**src/rtl/psum_pkg.sv**
```systemverilog
// Shared encodings for the psum buffer arbiter: read-return tags and clear FSM states.
package psum_pkg;

  typedef enum logic [1:0] {
    TAG_NONE = 2'd0,
    TAG_ACC  = 2'd1,
    TAG_DRN  = 2'd2
  } tag_e;

  typedef enum logic [1:0] {
    CLR_IDLE = 2'd0,
    CLR_RUN  = 2'd1,
    CLR_DONE = 2'd2
  } clr_state_e;

  localparam int MEM_DELAY_DEFAULT = 1;

endpackage

```
**src/rtl/psum_rd_tag_pipe.sv**
```systemverilog
// Tracks who issued each buffer read and steers the matching return to that requester.
module psum_rd_tag_pipe
  import psum_pkg::*;
#(
  parameter int MEM_DELAY = MEM_DELAY_DEFAULT
) (
  input  logic clk,
  input  logic rst,
  input  tag_e issue_tag,
  input  logic mem_ovld,
  output logic acc_ovld,
  output logic drn_ovld,
  output logic err
);

  tag_e pipe [MEM_DELAY];
  tag_e ret_tag;

  always_ff @(posedge clk) begin
    if (rst) begin
      for (int i = 0; i < MEM_DELAY; i++) pipe[i] <= TAG_NONE;
      err <= 1'b0;
    end else begin
      pipe[0] <= issue_tag;
      for (int i = 1; i < MEM_DELAY; i++) pipe[i] <= pipe[i-1];
      // A return with no outstanding read means the buffer and our pipe disagree.
      if (mem_ovld && (ret_tag == TAG_NONE)) err <= 1'b1;
    end
  end

  assign ret_tag  = pipe[MEM_DELAY-1];
  assign acc_ovld = mem_ovld && (ret_tag == TAG_ACC);
  assign drn_ovld = mem_ovld && (ret_tag == TAG_DRN);

endmodule

```
**src/rtl/psum_mem_arbiter.sv**
```systemverilog
// Shares one dual-port psum buffer between the accumulator, the result drain and a zero-fill engine.
//   state    | meaning
//   CLR_IDLE | waiting for a clear request while the accumulator is quiet
//   CLR_RUN  | writing zeros from address 0, yielding to accumulator writes
//   CLR_DONE | one-cycle tail before returning to idle
module psum_mem_arbiter
  import psum_pkg::*;
#(
  parameter int DATA_WIDTH = 32,
  parameter int ADDR_WIDTH = 32,
  parameter int REG_WIDTH  = 32,
  parameter int MEM_DELAY  = MEM_DELAY_DEFAULT
) (
  input  logic                  clk,
  input  logic                  rst,
  input  logic [ADDR_WIDTH-1:0] acc_radd,
  input  logic                  acc_rden,
  input  logic [ADDR_WIDTH-1:0] acc_wadd,
  input  logic                  acc_wren,
  input  logic [DATA_WIDTH-1:0] acc_idat,
  output logic [DATA_WIDTH-1:0] acc_odat,
  output logic                  acc_ovld,
  input  logic [ADDR_WIDTH-1:0] drn_radd,
  input  logic                  drn_rden,
  output logic                  drn_rrdy,
  output logic [DATA_WIDTH-1:0] drn_odat,
  output logic                  drn_ovld,
  input  logic                  i_clr_start,
  input  logic [REG_WIDTH-1:0]  i_clr_len,
  output logic                  o_clr_busy,
  output logic                  o_acc_busy,
  output logic [ADDR_WIDTH-1:0] mem_radd,
  output logic                  mem_rden,
  output logic [ADDR_WIDTH-1:0] mem_wadd,
  output logic                  mem_wren,
  output logic [DATA_WIDTH-1:0] mem_idat,
  input  logic [DATA_WIDTH-1:0] mem_odat,
  input  logic                  mem_ovld,
  output logic                  o_err,
  output logic [REG_WIDTH-1:0]  dbg_drn_stall_cnt
);

  localparam int BUSY_W = $clog2(MEM_DELAY + 3);

  tag_e                  issue_tag;
  clr_state_e            clr_state;
  logic [ADDR_WIDTH-1:0] clr_addr;
  logic [REG_WIDTH-1:0]  clr_len;
  logic [BUSY_W-1:0]     busy_cnt;

  // Read port: the accumulator cannot stall, so the drain only goes when it is absent.
  always_comb begin
    drn_rrdy  = 1'b0;
    mem_rden  = 1'b0;
    mem_radd  = drn_radd;
    issue_tag = TAG_NONE;
    if (acc_rden) begin
      mem_rden  = 1'b1;
      mem_radd  = acc_radd;
      issue_tag = TAG_ACC;
    end else begin
      drn_rrdy = ~o_acc_busy | ~acc_rden;
      if (drn_rden) begin
        mem_rden  = 1'b1;
        issue_tag = TAG_DRN;
      end
    end
  end

  always_comb begin
    mem_wren = 1'b0;
    mem_wadd = clr_addr;
    mem_idat = '0;
    if (acc_wren) begin
      mem_wren = 1'b1;
      mem_wadd = acc_wadd;
      mem_idat = acc_idat;
    end else if (clr_state == CLR_RUN) begin
      mem_wren = 1'b1;
    end
  end

  psum_rd_tag_pipe #(
    .MEM_DELAY (MEM_DELAY)
  ) u_tag_pipe (
    .clk       (clk),
    .rst       (rst),
    .issue_tag (issue_tag),
    .mem_ovld  (mem_ovld),
    .acc_ovld  (acc_ovld),
    .drn_ovld  (drn_ovld),
    .err       (o_err)
  );

  assign acc_odat = mem_odat;
  assign drn_odat = mem_odat;

  // Activity window covers the accumulator's read-modify-write latency.
  always_ff @(posedge clk) begin
    if (rst) begin
      busy_cnt <= '0;
    end else if (acc_rden || acc_wren) begin
      busy_cnt <= BUSY_W'(MEM_DELAY + 2);
    end else if (busy_cnt != '0) begin
      busy_cnt <= busy_cnt - BUSY_W'(1);
    end
  end

  assign o_acc_busy = (busy_cnt != '0);

  always_ff @(posedge clk) begin
    if (rst) begin
      dbg_drn_stall_cnt <= '0;
    end else if (drn_rden && !drn_rrdy) begin
      dbg_drn_stall_cnt <= dbg_drn_stall_cnt + REG_WIDTH'(1);
    end
  end

  always_ff @(posedge clk) begin
    if (rst) begin
      clr_state  <= CLR_IDLE;
      clr_addr   <= '0;
      clr_len    <= '0;
      o_clr_busy <= 1'b0;
    end else begin
      case (clr_state)
        CLR_IDLE: begin
          if (i_clr_start && (i_clr_len != '0) && !o_acc_busy) begin
            clr_state  <= CLR_RUN;
            clr_addr   <= '0;
            clr_len    <= i_clr_len;
            o_clr_busy <= 1'b1;
          end
        end
        CLR_RUN: begin
          // A cycle taken by an accumulator write leaves clr_addr untouched for a retry.
          if (!acc_wren) begin
            clr_addr <= clr_addr + ADDR_WIDTH'(1);
            if (clr_addr == ADDR_WIDTH'(clr_len - REG_WIDTH'(1))) clr_state <= CLR_DONE;
          end
        end
        CLR_DONE: begin
          clr_state  <= CLR_IDLE;
          o_clr_busy <= 1'b0;
        end
        default: begin
          clr_state  <= CLR_IDLE;
          o_clr_busy <= 1'b0;
        end
      endcase
    end
  end

endmodule

```
**config.mk**
```make
export PLATFORM = sky130hd
export DESIGN_NAME = psum_mem_arbiter
export DESIGN_NICKNAME = d
export VERILOG_FILES = /design/src/rtl/psum_pkg.sv /design/src/rtl/psum_rd_tag_pipe.sv /design/src/rtl/psum_mem_arbiter.sv
export SDC_FILE = /design/constraint.sdc
export NUM_CORES = 1
export LEC_CHECK = 0
export BUFFER_PORTS_ARGS = -buffer_cell sky130_fd_sc_hd__buf_4
export CORE_AREA = 2 2 154 156
export DETAILED_ROUTE_END_ITERATION = 10
export DIE_AREA = 0 0 156 158
export GPL_TIMING_DRIVEN = 0
export SLEW_MARGIN = 25
export SYNTH_ARGS = -nofsm -noshare
export SYNTH_HDL_FRONTEND = slang
export SYNTH_SLANG_ARGS = --single-unit
```
**constraint.sdc**
```tcl
create_clock -name clk -period 5.21 [get_ports clk]
set_input_delay 1.042 -clock clk [delete_from_list [all_inputs] [get_ports clk]]
set_output_delay 1.042 -clock clk [all_outputs]
set_load 0.02 [all_outputs]
```
==> flow_summary_export.csv, run 1 <==
group,metric,value,unit
global_route,grt_pass1_wl,37520,um
setup_path,critPathKind,"input port to primary output",
timing,rsz0062_at_grt,"no",
floorplanning,num_rows,56,
pwr,ir_drop,0.0001618,V
setup_path,cp-end-kind,"primary output",
final_layout,layout.filler_cells,2345,
timing,final.setup.tns,0,ns
timing,final-hold-violation-count,0,
yosys,syn_area_per_cell,8.336,um2
clock_network,cts_inserted_buffers,9,
yosys,yosysTopAreaCellShare,0.3053,
yosys,synth_xor_xnor_area_share,0.1207,
setup_path,crit_arrival,2.76,ns
final_layout,layoutNonFillerInstCount,1490,
floorplanning,dieWidth,156,um
clock_network,cts_tree,"done",
yosys,synth_top_family_by_area,"simple AND/OR/NAND/NOR gates",
yosys,yosysTopAreaCell,"dfxtp_1",
place,gp_congestion,0.8444,
timing,timing.fmax,263.0,MHz
yosys,yosys.area_share.simple,0.2512,
global_route,use_met2,0.3795,
setup_path,cp_top_family,"buffers and inverters",
timing,finalCritPeriodShare,0.7297,
timing,finalWorstPathRequiredPeriod,3.802,ns
floorplanning,core,0.02305,mm2
run,maxCapViolCount,0,
routing,avgViaCountPerCell,4.750,
yosys,synth.distinct_cells,55,
global_route,grt_use_total,0.1985,
yosys,syn_nets,1021,
clock_network,postCtsSetupBuffers,0,
routing,ant_nets,0,
yosys,synth-edff-count,0,
global_route,grt_max_degree,17,
global_route,use_met3,0.06762,
final_layout,regArea,0.002082,mm2
yosys,syn_area,0.006819,mm2
clock_network,cts.sinks,104,
yosys,netlist_instances,818,
clock_network,ctsResizeCount,0,
timing,setup_viol,0,
pwr,power_density,213.0,mW/mm2
final_layout,multiInputGateArea,0.004038,mm2
status,status,"finished, final reports clean",
clock_network,clock_path_buffers,2,
setup_path,cp_data_required_time,4.17,ns
timing,tightest_slew,1.009,ns
min_path,hold_class,"flop to flop",
yosys,synthArstFlopShare,0,
final_layout,fin_area,0.01021,mm2
yosys,synth_adder_area_share,0.007339,
global_route,first_global_vias,6788,
timing,setup_slack,1.408,ns
setup_path,path_max_fanout,10,
setup_path,startpoint_type,"input port",
yosys,ys_top_cells_by_area,"dfxtp_1 31%, mux2_2 10%, buf_4 7.2%",
place,place_area,0.009930,mm2
global_route,met1_usage,0.2145,
setup_path,cp_slowest_stage_delay,0.62,ns
routing,drc,0,
yosys,ys_ff_latch,104,
global_route,grt-ovfl-total,0,
pwr,power,2.176,mW
final_layout,final_core_util,0.4431,
yosys,synth_flop_cell,"dfxtp_1",
clock_network,ctsRootBufferMaster,"clkbuf_16",
final_layout,drive_above_1_share,0.4333,
global_route,busiest_layer,"met2",
floorplanning,dieArea,0.02465,mm2
clock_network,clkTransAtPathRegs,0.07,ns
global_route,antenna_found_initial,0,
yosys,yosysWarnings,0,
routing,vias,7078,
routing,drtPass1Iterations,4,
final_layout,antenna_cells,0,
yosys,synth-compound-area-share,0.06514,
setup_path,path_buf_inv,4,
place,place_ws,1.105,ns
floorplanning,io_pins,399,
place,buffer_ports.inserted,366,
yosys,muxShareOfSynthArea,0.1477,
timing,final_max_slew_viol_count,0,
place,post-place-cells,1474,
timing,skew,0.004416,ns
floorplanning,initial_core_util,0.2958,
timing,hold_slack,0.4834,ns
final_layout,nNetsFinal,1398,
routing,wire_per_inst,16.99,um
final_layout,syn2layout_area_growth,49.78,%
setup_path,crit_slowest_cell,"clkbuf_1",
pwr,p_leak,4.652,nW
yosys,ys_seq_area_frac,0.3053,
clock_network,htree_num_levels,3,
clock_network,postCtsHoldBufs,0,
clock_network,clk-insertion-delay-late,0.35,ns
setup_path,path_cells,"buf_4, clkbuf_1, clkbuf_1, mux2_2, buf_4",
floorplanning,chipHeight,158,um
timing,slew_headroom,0.3214,
routing,drt-total-wl,25320,um
place,dp_hpwl,21150,um
routing,drt_first_iter_violations,259,
## cell type report
cell class                      instances  share of cell area
Multi-Input combinational cell        595              0.3953
Timing Repair Buffer                  366              0.2690
Sequential cell                       104              0.2038
Buffer                                103             0.06260
Tap cell                              290             0.03553
Clock buffer                           12             0.02511
Inverter                               16            0.005880
Clock inverter                          4            0.002695
## synth_stat cells, drive strengths merged, types with 2 or more instances
cell type	count
o21ai	21
nor3	24
clkbuf	31
inv	16
and2	36
a211o	3
or3	20
a21o	2
mux2	61
nor4	17
nand2	39
a211oi	3
o211ai	2
buf	72
and3	6
nor4bb	2
o31ai	4
or2	6
dfxtp	104
nor2b	3
nand4	23
a21oi	23
nor3b	3
ha	4
nand2b	6
xnor2	55
or4	5
mux2i	32
a2111oi	2
and4	4
nor2	110
xor2	39
nand3	26
## sequential cells by signal (all words and copies together), names as in the netlist
signal,cells
busy_cnt,2
clr_addr,32
clr_len,32
clr_state,2
dbg_drn_stall_cnt,32
o_clr_busy,1
u_tag_pipe.err,1
u_tag_pipe.pipe,2
## per-layer routing
layer / vias to the layer above / routed length [um]
met5: - / 0
met4: 0 / 210
met3: 14 / 2377
met2: 296 / 13260
met1: 3244 / 9466
li1: 3524 / -
## logic make-up after synthesis
logic type / Yosys count
compound gates: 71
mux: 93
simple gates: 333
buf+inv: 119
fa+ha+maj: 4
flops: 104
xor+xnor: 94
## worst register-to-register path, cell delays in order, from the launching register on
cell and delay [ns]:
dfxtp_1 0.30, clkbuf_1 0.19, nor3_1 0.79, nand4_1 0.25, buf_2 0.25, nor4_1 0.27, xnor2_1 0.11, a2111oi_0 0.44
nand3_1 0.19, or3_1 0.37, nor3_2 0.10
## worst paths after layout
check                  from  cells after the start  slack [ns]             end
max                acc_rden                      5        1.41    mem_radd[27]
min          u_tag_pipe.err                      2        0.48  u_tag_pipe.err
max reg2reg      clr_len[4]                     10        1.89    clr_state[1]
min reg2reg  u_tag_pipe.err                      2        0.48  u_tag_pipe.err
## cell usage in the layout (no fill, tap or decap), types with 21 or more instances in the layout
| cell type | instances |
|---|---|
| buf_4 | 431 |
| mux2i_1 | 32 |
| clkbuf_1 | 32 |
| nand3_1 | 26 |
| nand2_1 | 38 |
| mux2_2 | 61 |
| dfxtp_1 | 104 |
| nor2_1 | 110 |
| nor3_1 | 23 |
| a21oi_1 | 23 |
| o21ai_0 | 21 |
| xnor2_1 | 55 |
| xor2_1 | 39 |
| and2_1 | 36 |
| nand4_1 | 23 |
## power breakdown
group / internal, mW / switching [mW] / total, mW
sequential: 0.811 / 0.0208 / 0.832
combinational: 0.346 / 0.334 / 0.680
clock: 0.352 / 0.312 / 0.664
Power figures use the tool's default switching activity.
==> inputs of run 2 (changes only) <==
==> constraint.sdc (replaced) <==
create_clock -name clk -period 3.3 [get_ports clk]
set_input_delay 0.66 -clock clk [delete_from_list [all_inputs] [get_ports clk]]
set_output_delay 0.66 -clock clk [all_outputs]
set_load 0.02 [all_outputs]
==> run 2 against run 1 <==
Against the previous run:
- sequential power grew 57%
- combinational power rose by 57%
- via count is 0.14% higher
- sequential share of layout area about the same
- cell area increased by 0.25%
- setup slack worse by 1.2 ns
- non-clock buffer count unchanged
- critical path type is now input port to flop
- largest cell class unchanged
==> flow_summary_export.csv, run 2 (synthesized netlist as in run 1, its figures left out) <==
group,metric,value,unit
place,dp_hpwl,21150,um
timing,final-hold-violation-count,0,
setup_path,path_buf_inv,3,
routing,vias,7088,
min_path,hold_class,"flop to flop",
final_layout,mostFrequentLayoutCell,"buf_4",
clock_network,htree_num_levels,3,
final_layout,fin_area,0.01024,mm2
pwr,p_leak,4.664,nW
routing,drtPass1Iterations,5,
final_layout,drive_above_1_share,0.4392,
clock_network,cts.sinks,104,
timing,finalWorstPathRequiredPeriod,3.110,ns
floorplanning,initial_core_util,0.2958,
setup_path,cp_data_required_time,3.53,ns
final_layout,layout.filler_cells,2350,
pwr,ir_drop,0.0002550,V
final_layout,regArea,0.002082,mm2
pwr,p_clk_frac,0.305,
clock_network,clkTransAtPathRegs,0.07,ns
routing,avgViaCountPerCell,4.757,
place,place_ws,-0.4225,ns
pwr,power_frac_seq,0.382,
clock_network,clock_path_buffers,2,
pwr,sw_frac_of_total,0.3063,
place,place_area,0.009930,mm2
pwr,p_sw,1.053,mW
timing,tightest_slew,0.8236,ns
routing,drt-total-wl,25360,um
pwr,power_density,335.7,mW/mm2
timing,setup_slack,0.1895,ns
setup_path,path_cells,"buf_4, nor4_1, nand4_1, o2111ai_1, clkbuf_1, clkbuf_2, mux2i_1, nor2_1",
global_route,antenna_found_initial,0,
global_route,grt_max_degree,17,
setup_path,cp_slowest_stage_delay,0.64,ns
clock_network,cts_tree,"done",
pwr,power,3.437,mW
floorplanning,dieArea,0.02465,mm2
run,maxCapViolCount,0,
setup_path,critPathKind,"input port to flop",
place,buffer_ports.inserted,366,
final_layout,syn2layout_area_growth,50.15,%
routing,drt_first_iter_violations,227,
setup_path,crit_arrival,3.34,ns
setup_path,crit_slowest_cell,"o2111ai_1",
final_layout,antenna_cells,0,
global_route,grt-ovfl-total,0,
floorplanning,dieWidth,156,um
timing,final_max_slew_viol_count,0,
routing,drc,0,
place,gp_congestion,0.8444,
setup_path,startpoint_type,"input port",
pwr,internal-power,2.384,mW
global_route,first_global_vias,6788,
timing,timing.fmax,321.5,MHz
final_layout,nNetsFinal,1398,
final_layout,final_cell_mix,"431 x buf_4, 110 x nor2_1, 104 x dfxtp_1, 61 x mux2_2, 55 x xnor2_1",
final_layout,layoutNonFillerInstCount,1490,
clock_network,postCtsSetupBuffers,0,
timing,skew,0.004169,ns
routing,wire_per_inst,17.02,um
timing,slew_headroom,0.4467,
routing,ant_nets,0,
status,status,"finished, final reports clean",
floorplanning,chipHeight,158,um
final_layout,reg_top3,"clr_addr x32, clr_len x32, dbg_drn_stall_cnt x32",
pwr,p_comb_frac,0.313,
clock_network,ctsRootBufferMaster,"clkbuf_16",
setup_path,cp-end-kind,"flop",
final_layout,multiInputGateArea,0.004059,mm2
floorplanning,core,0.02305,mm2
global_route,grt_use_total,0.1985,
setup_path,cp_top_family,"buffers and inverters",
timing,setup_viol,0,
global_route,grt_pass1_wl,37520,um
clock_network,cts_inserted_buffers,9,
place,post-place-cells,1474,
floorplanning,num_rows,56,
clock_network,clk-insertion-delay-late,0.35,ns
timing,finalCritPeriodShare,0.9426,
setup_path,path_max_fanout,10,
floorplanning,io_pins,399,
==> run 2: changes by cell type in the layout (fill, tap and decap cells not counted), sizes merged <==
cell / previous run / this run
buf: 438 / 437
clkbuf: 43 / 44
==> run 2: routing by layer <==
metal  routed length, um  global-route usage  vias to the layer above  share of wire
met5                   0                   0                        -              0
met4                 228             0.03189                        0         0.0090
met3                2333             0.06762                       16          0.092
met2               13360              0.3795                      296           0.53
met1                9441              0.2145                     3256           0.37
li1                    -                   -                     3520              -
==> run 2: worst register-to-register path, delay by kind of cell (launching register included) <==
kind                       cells  cell delay (ns)
adders and majority gates      1             0.23
DFF                            1             0.38
AOI/OAI and AO/OA              1             0.43
xor gates and xnor gates       1             0.10
and+or+nand+nor                6             1.48
buffers and inverters          2             0.34
==> run 2: area by class of cell <==
cell class,count,area share
Buffer,103,0.06281
Clock inverter,4,0.002688
Sequential cell,104,0.2033
Inverter,16,0.005866
Timing Repair Buffer,366,0.2684
Tap cell,290,0.03544
Clock buffer,12,0.02505
Multi-Input combinational cell,595,0.3964
==> run 2: final timing paths <==
check	start	endpoint	slack [ns]	cells after the start
max	i_clr_len[18]	clr_len[3]	0.19	8
min	u_tag_pipe.err	u_tag_pipe.err	0.48	2
max reg2reg	clr_len[0]	clr_state[1]	0.27	11
min reg2reg	u_tag_pipe.err	u_tag_pipe.err	0.48	2
==> run 2: through the flow <==
step	util	TNS, ns	hold slack [ns]
floorplan	-	0	0.4832
global placement	0.4307	-11.70	0.4586
detailed placement	0.4307	-11.05	0.4749
CTS	0.4432	0	0.4916
global route	0.4441	-0.005618	0.5130
finish	0.4441	0	0.4834
==> run 2: repair_timing <==
action / in CTS / in global routing
gates resized for setup: 2 / 5
hold buffers: 0 / 0
endpoints found under the setup margin: 20 / 12
==> run 2: power by group through the flow <==
stage	registers (mW)	logic (mW)	clock network, mW
after CTS	1.31	1.08	1.07
after global routing	1.32	1.16	1.12
final	1.31	1.07	1.05
after detailed placement	1.34	1.08	0
after floorplan	1.34	0.626	0
after global placement	1.34	1.07	0
